### src/rtl/ram_ctrl_pkg.sv
// ----------------------------------------------------------------------------
// ram_ctrl_pkg
// Shared constants for the RAM request/response front end and the RAM itself:
// default address/data widths, FSM state encoding and the RAM rw pin levels.
// ----------------------------------------------------------------------------
package ram_ctrl_pkg;

    // Geometry shared with the 256 x 32 RAM
    localparam int RAM_ADDR_W = 8;
    localparam int RAM_DATA_W = 32;

    // Controller FSM encoding (3-bit, legacy-compatible constants)
    localparam logic [2:0] ST_IDLE     = 3'd0;
    localparam logic [2:0] ST_WR       = 3'd1;
    localparam logic [2:0] ST_RD_ISSUE = 3'd2;
    localparam logic [2:0] ST_RD_WAIT  = 3'd3;
    localparam logic [2:0] ST_RD_HOLD  = 3'd4;

    // RAM rw pin levels
    localparam logic RAM_RW_WRITE = 1'b1;
    localparam logic RAM_RW_READ  = 1'b0;

endpackage

### src/rtl/ram_ctrl_beat_cnt.sv
// ----------------------------------------------------------------------------
// ram_ctrl_beat_cnt
// Burst bookkeeping: word address that auto-increments (wrapping modulo 2^ADDR_W)
// on each completed beat, and a beat down-counter with a last-beat flag.
//
// Ports:
//   i_clk, i_rst  clock, asynchronous active-high reset
//   i_load        latch i_addr / i_len at command acceptance
//   i_addr        start word address
//   i_len         beats minus one
//   i_step        one beat completed this cycle
//   o_addr        current beat address (registered)
//   o_last        current beat is the final one of the burst
// ----------------------------------------------------------------------------
module ram_ctrl_beat_cnt #(
    parameter int ADDR_W = 8,
    parameter int LEN_W  = 2
) (
    input  logic              i_clk,
    input  logic              i_rst,
    input  logic              i_load,
    input  logic [ADDR_W-1:0] i_addr,
    input  logic [LEN_W-1:0]  i_len,
    input  logic              i_step,
    output logic [ADDR_W-1:0] o_addr,
    output logic              o_last
);

    logic [ADDR_W-1:0] r_addr;
    logic [LEN_W-1:0]  r_cnt;

    // Address and remaining-beat registers; address wrap is the natural overflow
    always_ff @(posedge i_clk or posedge i_rst) begin
        if (i_rst) begin
            r_addr <= {ADDR_W{1'b0}};
            r_cnt  <= {LEN_W{1'b0}};
        end else if (i_load) begin
            r_addr <= i_addr;
            r_cnt  <= i_len;
        end else if (i_step) begin
            r_addr <= r_addr + {{(ADDR_W-1){1'b0}}, 1'b1};
            // The last beat leaves the counter at zero rather than underflowing
            if (r_cnt != {LEN_W{1'b0}}) begin
                r_cnt <= r_cnt - {{(LEN_W-1){1'b0}}, 1'b1};
            end else begin
                r_cnt <= r_cnt;
            end
        end else begin
            r_addr <= r_addr;
            r_cnt  <= r_cnt;
        end
    end

    assign o_addr = r_addr;
    assign o_last = (r_cnt == {LEN_W{1'b0}});

endmodule

### src/rtl/ram_ctrl.sv
// ----------------------------------------------------------------------------
// ram_ctrl
// Request/response front end for the 256 x 32 RAM. Accepts one 1-4 beat read
// or write burst at a time, sequences the RAM pins with address auto-increment
// and wrap, and returns read beats with back-pressure.
//
// Ports:
//   clk, rst                  clock, asynchronous active-high reset
//   req_valid/req_ready       command handshake (req_write, req_addr, req_len)
//   wr_valid/wr_ready/wr_data write-data beat handshake
//   rd_valid/rd_ready/rd_data read-data beat handshake
//   busy                      high whenever a command is in progress
//   ram_din/ram_address/ram_rw/ram_dout  RAM pins
// ----------------------------------------------------------------------------
module ram_ctrl
    import ram_ctrl_pkg::*;
#(
    parameter int ADDR_W = RAM_ADDR_W,
    parameter int DATA_W = RAM_DATA_W,
    parameter int RD_LAT = 1,
    parameter int LEN_W  = 2
) (
    input  logic              clk,
    input  logic              rst,
    input  logic              req_valid,
    output logic              req_ready,
    input  logic              req_write,
    input  logic [ADDR_W-1:0] req_addr,
    input  logic [LEN_W-1:0]  req_len,
    input  logic              wr_valid,
    output logic              wr_ready,
    input  logic [DATA_W-1:0] wr_data,
    output logic              rd_valid,
    input  logic              rd_ready,
    output logic [DATA_W-1:0] rd_data,
    output logic              busy,
    output logic [DATA_W-1:0] ram_din,
    output logic [ADDR_W-1:0] ram_address,
    output logic              ram_rw,
    input  logic [DATA_W-1:0] ram_dout
);

    // Latency counter width covers RD_LAT up to 3
    localparam int              LAT_W    = 2;
    localparam logic [LAT_W-1:0] LAT_INIT = LAT_W'(RD_LAT - 1);

    logic [2:0]        r_state;
    logic [2:0]        w_state_nxt;
    logic [LAT_W-1:0]  r_lat;
    logic              r_rd_valid;
    logic [DATA_W-1:0] r_rd_data;

    logic              w_load;
    logic              w_wr_beat;
    logic              w_rd_beat;
    logic              w_rd_capture;
    logic              w_last;
    logic [ADDR_W-1:0] w_addr;

    assign w_load       = (r_state == ST_IDLE) && req_valid;
    assign w_wr_beat    = (r_state == ST_WR) && wr_valid;
    assign w_rd_beat    = (r_state == ST_RD_HOLD) && rd_ready;
    assign w_rd_capture = (r_state == ST_RD_WAIT) && (r_lat == {LAT_W{1'b0}});

    ram_ctrl_beat_cnt #(
        .ADDR_W (ADDR_W),
        .LEN_W  (LEN_W)
    ) u_beat_cnt (
        .i_clk  (clk),
        .i_rst  (rst),
        .i_load (w_load),
        .i_addr (req_addr),
        .i_len  (req_len),
        .i_step (w_wr_beat || w_rd_beat),
        .o_addr (w_addr),
        .o_last (w_last)
    );

    // Next-state decode
    always_comb begin
        w_state_nxt = r_state;
        case (r_state)
            ST_IDLE: begin
                if (req_valid) begin
                    w_state_nxt = req_write ? ST_WR : ST_RD_ISSUE;
                end else begin
                    w_state_nxt = ST_IDLE;
                end
            end
            ST_WR: begin
                if (wr_valid && w_last) begin
                    w_state_nxt = ST_IDLE;
                end else begin
                    w_state_nxt = ST_WR;
                end
            end
            ST_RD_ISSUE: begin
                w_state_nxt = ST_RD_WAIT;
            end
            ST_RD_WAIT: begin
                if (r_lat == {LAT_W{1'b0}}) begin
                    w_state_nxt = ST_RD_HOLD;
                end else begin
                    w_state_nxt = ST_RD_WAIT;
                end
            end
            ST_RD_HOLD: begin
                if (rd_ready) begin
                    w_state_nxt = w_last ? ST_IDLE : ST_RD_ISSUE;
                end else begin
                    w_state_nxt = ST_RD_HOLD;
                end
            end
            default: begin
                w_state_nxt = ST_IDLE;
            end
        endcase
    end

    // State register; reset drops straight to IDLE which also kills ram_rw
    always_ff @(posedge clk or posedge rst) begin
        if (rst) begin
            r_state <= ST_IDLE;
        end else begin
            r_state <= w_state_nxt;
        end
    end

    // Read latency counter: loaded at issue, counts down while waiting on the RAM
    always_ff @(posedge clk or posedge rst) begin
        if (rst) begin
            r_lat <= {LAT_W{1'b0}};
        end else begin
            case (r_state)
                ST_RD_ISSUE: r_lat <= LAT_INIT;
                ST_RD_WAIT: begin
                    if (r_lat != {LAT_W{1'b0}}) begin
                        r_lat <= r_lat - {{(LAT_W-1){1'b0}}, 1'b1};
                    end else begin
                        r_lat <= r_lat;
                    end
                end
                default: r_lat <= r_lat;
            endcase
        end
    end

    // Read beat holding register: captured once, held until the consumer takes it
    always_ff @(posedge clk or posedge rst) begin
        if (rst) begin
            r_rd_valid <= 1'b0;
            r_rd_data  <= {DATA_W{1'b0}};
        end else if (w_rd_capture) begin
            r_rd_valid <= 1'b1;
            r_rd_data  <= ram_dout;
        end else if (w_rd_beat) begin
            r_rd_valid <= 1'b0;
            r_rd_data  <= r_rd_data;
        end else begin
            r_rd_valid <= r_rd_valid;
            r_rd_data  <= r_rd_data;
        end
    end

    assign req_ready   = (r_state == ST_IDLE);
    assign busy        = (r_state != ST_IDLE);
    assign wr_ready    = (r_state == ST_WR);
    // Write strobe passes through only in WR, so no other state can write the RAM
    assign ram_rw      = w_wr_beat ? RAM_RW_WRITE : RAM_RW_READ;
    assign ram_din     = (r_state == ST_WR) ? wr_data : {DATA_W{1'b0}};
    // Address always comes from the burst register, never from req_addr directly
    assign ram_address = w_addr;
    assign rd_valid    = r_rd_valid;
    assign rd_data     = r_rd_data;

endmodule

### config.mk
export PLATFORM = sky130hd
export DESIGN_NAME = ram_ctrl
export DESIGN_NICKNAME = d
export VERILOG_FILES = /design/src/rtl/ram_ctrl_pkg.sv /design/src/rtl/ram_ctrl_beat_cnt.sv /design/src/rtl/ram_ctrl.sv
export SDC_FILE = /design/constraint.sdc
export NUM_CORES = 1
export LEC_CHECK = 0
export CAP_MARGIN = 10
export CORE_ASPECT_RATIO = 0.9
export CORE_MARGIN = 3
export CORE_UTILIZATION = 33
export DETAILED_ROUTE_END_ITERATION = 7
export PLACE_DENSITY = 0.89
export SLEW_MARGIN = 20
export SYNTH_ARGS = -nofsm -noshare
export SYNTH_HDL_FRONTEND = slang
export SYNTH_HIERARCHICAL = 1
export SYNTH_SLANG_ARGS = --single-unit
export TNS_END_PERCENT = 5
### constraint.sdc
create_clock -name clk -period 1.9 [get_ports clk]
set_clock_uncertainty 0.2 [all_clocks]
set_input_delay 0.38 -clock clk [delete_from_list [all_inputs] [get_ports clk]]
set_output_delay 0.38 -clock clk [all_outputs]
set_load 0.01 [all_outputs]
==> results of run 1 <==
## power by group
part	leakage (nW)	switching (W)	internal (W)	total, W
Sequential	0.565	0.000361	0.00152	0.00188
Clock	0.0583	0.000353	0.000397	0.000749
Combinational	1.39	0.00150	0.00230	0.00380
## logic make-up after synthesis
group / share of synthesized area
AND/OR/NAND/NOR: 0.1898
flip-flops: 0.4964
multiplexers: 0.1929
AO/OA/AOI/OAI: 0.04913
buffers and inverters: 0.03826
XOR/XNOR: 0.01810
adder cells (fa/ha/maj): 0.01551
## per-stage QoR
step                      TNS [ns]  power (W)  hold WS, ns  worst slack (ns)
after detailed placement    -8.947   0.005616       0.2461           -0.4238
after global placement      -8.438   0.005467       0.2412           -0.4113
after CTS                   -4.526   0.006295       0.1891           -0.1524
after global routing        -8.125   0.006860       0.2147           -0.2628
final                       -5.142   0.006437       0.1796           -0.2040
after floorplan                  0   0.003558      0.02018          0.002379
## final cells by class
| type | instances | share of cell area |
|---|---|---|
| multi-input cells | 138 | 0.2733 |
| clock inverters | 3 | 0.01097 |
| flip-flops and latches | 48 | 0.2785 |
| repair buffers | 175 | 0.3885 |
| inverters | 8 | 0.006926 |
| clock buffers | 5 | 0.01587 |
| well taps | 90 | 0.02597 |
## flip-flops by register name, summed over array words and instances (netlist names)
| signal | flops |
|---|---|
| r_lat | 2 |
| r_state | 3 |
| rd_data | 32 |
| rd_valid | 1 |
| u_beat_cnt/o_addr | 8 |
| u_beat_cnt/r_cnt | 2 |
## per-layer routing
| metal | vias up | track usage |
|---|---|---|
| li1 | 1041 | - |
| met1 | 997 | 0.2110 |
| met2 | 76 | 0.2972 |
| met3 | 8 | 0.04408 |
| met4 | 0 | 0.04134 |
| met5 | - | 0 |
## repair_timing
item,CTS,global route
hold buffers,0,0
resized for setup,153,31
pin swaps,7,8
setup buffers,1,0
hold endpoints to repair,0,0
endpoints found under the setup margin,43,71
gates cloned,1,1
## final timing paths
kind                                        end  slack (ns)  depth (start not counted)
hold reg to reg                        r_lat[0]        0.26                          1
hold / removal             u_beat_cnt/o_addr[7]        0.18                          2
max in group asynchronous  u_beat_cnt/o_addr[2]        1.02                          2
setup reg to reg           u_beat_cnt/o_addr[7]       -0.14                          8
setup / recovery                    ram_din[13]       -0.20                          5
min in group clk                       r_lat[0]        0.26                          1
## critical path, cell delays in order, from the launching register on
cell and delay (ns):
dfrtp_1 0.42, nor3b_4 0.21, buf_6 0.16, clkbuf_16 0.15, and2_1 0.13, buf_2 0.15
## placed cells by master (no fill, tap or decap), types with 2 or more instances in the layout
| master | count |
|---|---|
| o21ai_1 | 4 |
| nand3_1 | 4 |
| dlygate4sd2_1 | 3 |
| o2bb2ai_1 | 3 |
| nor2b_1 | 4 |
| clkdlybuf4s50_1 | 113 |
| ha_1 | 3 |
| xor2_1 | 3 |
| buf_6 | 11 |
| or4_1 | 3 |
| dfrtp_2 | 5 |
| nand2_1 | 19 |
| mux2_1 | 9 |
| clkbuf_8 | 5 |
| o21ai_0 | 6 |
| nand3_4 | 2 |
| nand4_1 | 2 |
| buf_4 | 9 |
| buf_12 | 4 |
| buf_2 | 28 |
| and2b_2 | 2 |
| inv_1 | 8 |
| dlymetal6s2s_1 | 5 |
| dfrtp_1 | 43 |
| and2_4 | 7 |
| and2_1 | 26 |
| mux2_4 | 22 |
| mux2i_1 | 2 |
| xnor2_1 | 2 |
| mux2_2 | 2 |
| clkinv_4 | 2 |
==> flow_summary.yaml, run 1 <==
place:
  io_buffer_count: 156
  dpl.cell_count: 456
  place_congestion: 0.8039
  placement.cell_area_mm2: 0.004207
  dp_hpwl_mm: 5.881
synth:
  yosys-top-cells-count: "dfrtp_1 (48), and2_1 (33), mux2_4 (20)"
  synth_area_mm2: 0.002420
  synthArstFlopShare: 1.000
  ys_ff_latch: 48
  syn_nets: 288
  synthTopCellsByArea: "dfrtp_1 (50%), mux2_4 (12%), and2_1 (8.5%)"
  synth_cells: 205
  synth_edf_count: 0
  synth_flop_cell: "dfrtp_1"
  yosys.area.top_type: "dfrtp_1"
  synth.most_common_cell: "dfrtp_1"
  synth_top_cell_area_share: 0.4964
  ys_types: 35
  ys_seq_area_frac: 0.4964
  avgSynthCellArea_um2: 11.80
  synth_warnings: 6
sta:
  min_period_over_period: 1.107
  layout_setup_ws_ns: -0.2040
  worst_pin_slew_ns: 0.3863
  drv_slew: 0
  setup_viol: 37
  rsz0062_at_grt: "true"
  relSlewSlack: 0.7422
  period_needed_ns: 2.104
  hold_violations: 0
  fmax_mhz: 475.3
critical_path:
  path_max_fanout: 8
  crit_type: "reg -> out"
  crit_arrival_ns: 1.52
  crit_required_ns: 1.32
  r2r_start: "r_state[0]"
  endpoint_kind: "primary output"
  critPathLaunch: "r_state[1]"
  startpoint_type: "flip-flop"
finish:
  stdcell_count: 467
  postLayoutCoreUtil: 0.6346
  seqCellArea_mm2: 0.001207
  multi_input_area_mm2: 0.001185
  layout.nets: 459
  synthToLayoutAreaGrowth_pct: 79.16
  fill_cells: 551
  postLayoutCellArea_mm2: 0.004335
  drive_gt1_frac: 0.2812
  diodes: 0
drt:
  wire_per_inst_um: 15.90
  drt-total-wl_mm: 7.423
  initialDrtViolationCount: 48
  routed-via-count: 2122
  wl_met2_mm: 3.824
  dr.max_layer_used: "met4"
  dr_wl_met3_um: 480
  dr.pass1.iters: 4
  route.detailed.drc: 0
  vias_per_cell: 4.544
  met1_length_mm: 3.023
  antenna_left: 0
floorplan:
  placementRows: 28
  io_pins: 157
  die_h_um: 87.24
  core_mm2: 0.006832
  die_w_um: 96.27
  initial_core_util: 0.3542
  dieArea_mm2: 0.008398
clock_tree:
  cts_sinks: 48
  clk_latency_ns: 0.30
  clockRootBuffer: "clkbuf_8"
  clkTransAtPathRegs_ns: 0.09
  cts_made_buffers: 5
  cts-htree-levels: 2
  tritoncts: "built"
  clockBufferDepth: 2
hold_path:
  hold_class: "in -> async"
grt:
  grt_pass1_wl_mm: 11.05
  grt_max_degree: 39
  grt_pass1_vias: 2248
  grt_antenna_before_repair: 0
  track_usage: 0.1711
  grt-ovfl-total: 0
pwr:
  p_per_area_mw_per_mm2: 1485
  ir_drop_mv: 0.8185
  leakagePower_nw: 2.010
status:
  status: "finished with violations"
  failed_checks: "negative setup slack"
job:
  drv_cap: 0
Power figures use the tool's default switching activity.
==> run 2, diff against run 1 <==
Settings changed: CELL_PAD_IN_SITES_DETAIL_PLACEMENT from default to 1, CELL_PAD_IN_SITES_GLOBAL_PLACEMENT from default to 1, CORE_UTILIZATION 33 to 24.
==> flow_summary.yaml, run 2 (synthesized netlist as in run 1, its figures left out) <==
pwr:
  finalPower_w: 0.006999
  p_per_area_mw_per_mm2: 1530
  leakagePower_nw: 2.057
  switchingPower_w: 0.002412
  p_clk_frac: 0.105
  seqPwrFrac: 0.271
  p_int_w: 0.004587
  ir_drop_mv: 0.6233
  p_sw_frac: 0.3447
  p_comb_frac: 0.624
hold_path:
  hold_class: "in -> async"
floorplan:
  die_w_um: 111.8
  die_h_um: 101.3
  placementRows: 34
  dieArea_mm2: 0.01133
  initial_core_util: 0.2484
  io_pins: 157
  core_mm2: 0.009742
clock_tree:
  clk_latency_ns: 0.29
  clockRootBuffer: "clkbuf_8"
  cts-htree-levels: 2
  tritoncts: "built"
  cts_sinks: 48
  holdBufCountCts: 0
  clkTransAtPathRegs_ns: 0.09
  cts_made_buffers: 5
  clockBufferDepth: 2
drt:
  routed-via-count: 2230
  initialDrtViolationCount: 89
  wire_per_inst_um: 18.20
  dr.pass1.iters: 4
  antenna_left: 0
  route.detailed.drc: 0
  drt-total-wl_mm: 9.209
  vias_per_cell: 4.407
finish:
  layout.nets: 462
  synthToLayoutAreaGrowth_pct: 89.04
  layout_commonest_cell: "clkdlybuf4s50_1"
  final_cell_mix: "clkdlybuf4s50_1 (113), dfrtp_1 (42), buf_6 (28)"
  stdcell_count: 506
  diodes: 0
  fill_cells: 1062
  largest_register_ffs: 32
  drive_gt1_frac: 0.3316
grt:
  track_usage: 0.1525
  grt-ovfl-total: 0
  grt_max_degree: 33
  grt_pass1_vias: 2575
  grt_pass1_wl_mm: 13.78
  grt_antenna_before_repair: 0
critical_path:
  endpoint_kind: "primary output"
  crit_arrival_ns: 1.57
  slowest_delay_ns: 0.42
  startpoint_type: "flip-flop"
  path_max_fanout: 4
  crit_type: "reg -> out"
  crit_required_ns: 1.32
  crit_chain: "nor3b_4, buf_6, buf_12, clkbuf_16, and2_4, buf_6"
  cp_slowest_cell: "dfrtp_1"
  crit_top_cell: "buf_6"
status:
  failed_checks: "negative setup slack"
  status: "finished with violations"
sta:
  drv_slew: 0
  worst_pin_slew_ns: 0.4125
  min_period_over_period: 1.131
  setup_viol: 42
  period_needed_ns: 2.148
  fmax_mhz: 465.5
  rsz0062_at_grt: "true"
  layout_setup_ws_ns: -0.2483
  setup_tns_ns: -6.749
  relSlewSlack: 0.7247
  hold_violations: 0
place:
  dpl.cell_count: 491
  place_congestion: 0.7666
  dp_hpwl_mm: 6.555
  io_buffer_count: 156
job:
  drv_cap: 0
## run 2: cell type report
class	count	area, um2	share of cell area
Sequential cell	48	1209	0.2642
Multi-Input combinational cell	138	1206	0.2637
Timing Repair Buffer	178	1861	0.4067
Inverter	8	30.03	0.006565
Clock buffer	5	68.82	0.01504
Tap cell	126	157.7	0.03446
Clock inverter	3	42.54	0.009300
## run 2: stage by stage
stage          hold slack, ns  area [um2]    util  setup slack [ns]
6_report               0.1663        4574  0.4696           -0.2483
5_1_grt                0.2012        4574  0.4696           -0.3273
4_1_cts                0.1627        4349  0.4464           -0.2510
3_5_place_dp           0.2505        4232  0.4344           -0.4578
3_3_place_gp           0.2417        4232  0.4344           -0.4121
2_1_floorplan         0.02018        2426       -          0.002379
## run 2: power groups by stage
stage / Combinational [W] / Clock, W / Sequential, W
2_1_floorplan: 0.00152 / 0 / 0.00204
3_3_place_gp: 0.00363 / 0 / 0.00185
3_5_place_dp: 0.00374 / 0 / 0.00189
4_1_cts: 0.00399 / 0.000770 / 0.00189
5_1_grt: 0.00464 / 0.000814 / 0.00197
6_report: 0.00437 / 0.000737 / 0.00190
## run 2: repair_timing
item                       CTS  global route
cloned                       3             1
gates resized for setup    165            51
pin swaps                    8            20
setup buffers                3             0
setup endpoints to repair   48            52
## run 2: final timing paths
| kind | start | end | slack, ns | cells past startpoint |
|---|---|---|---|---|
| worst max register to register | r_state[2] | u_beat_cnt/o_addr[6] | -0.15 | 8 |
| min in group clk | r_lat[0] | r_lat[0] | 0.26 | 1 |
| worst min register to register | r_lat[0] | r_lat[0] | 0.26 | 1 |
| max in group asynchronous | rst | rd_data[18] | 0.86 | 3 |
| worst min-delay path | rst | r_lat[1] | 0.17 | 2 |
| worst max-delay path | r_state[2] | ram_din[11] | -0.25 | 6 |
## run 2: metal layers
| metal | vias up | share of wire | track usage |
|---|---|---|---|
| li1 | 1038 | - | - |
| met1 | 1103 | 0.43 | 0.1972 |
| met2 | 81 | 0.52 | 0.2677 |
| met3 | 8 | 0.044 | 0.03106 |
| met4 | 0 | 0.0068 | 0.02993 |
| met5 | - | 0 | 0 |
## run 2: critical path: cells and delay by family, from the launching register on
kind / cells / cell delay (ns)
buf+inv: 4 / 0.51
flops: 1 / 0.42
simple gates: 2 / 0.34
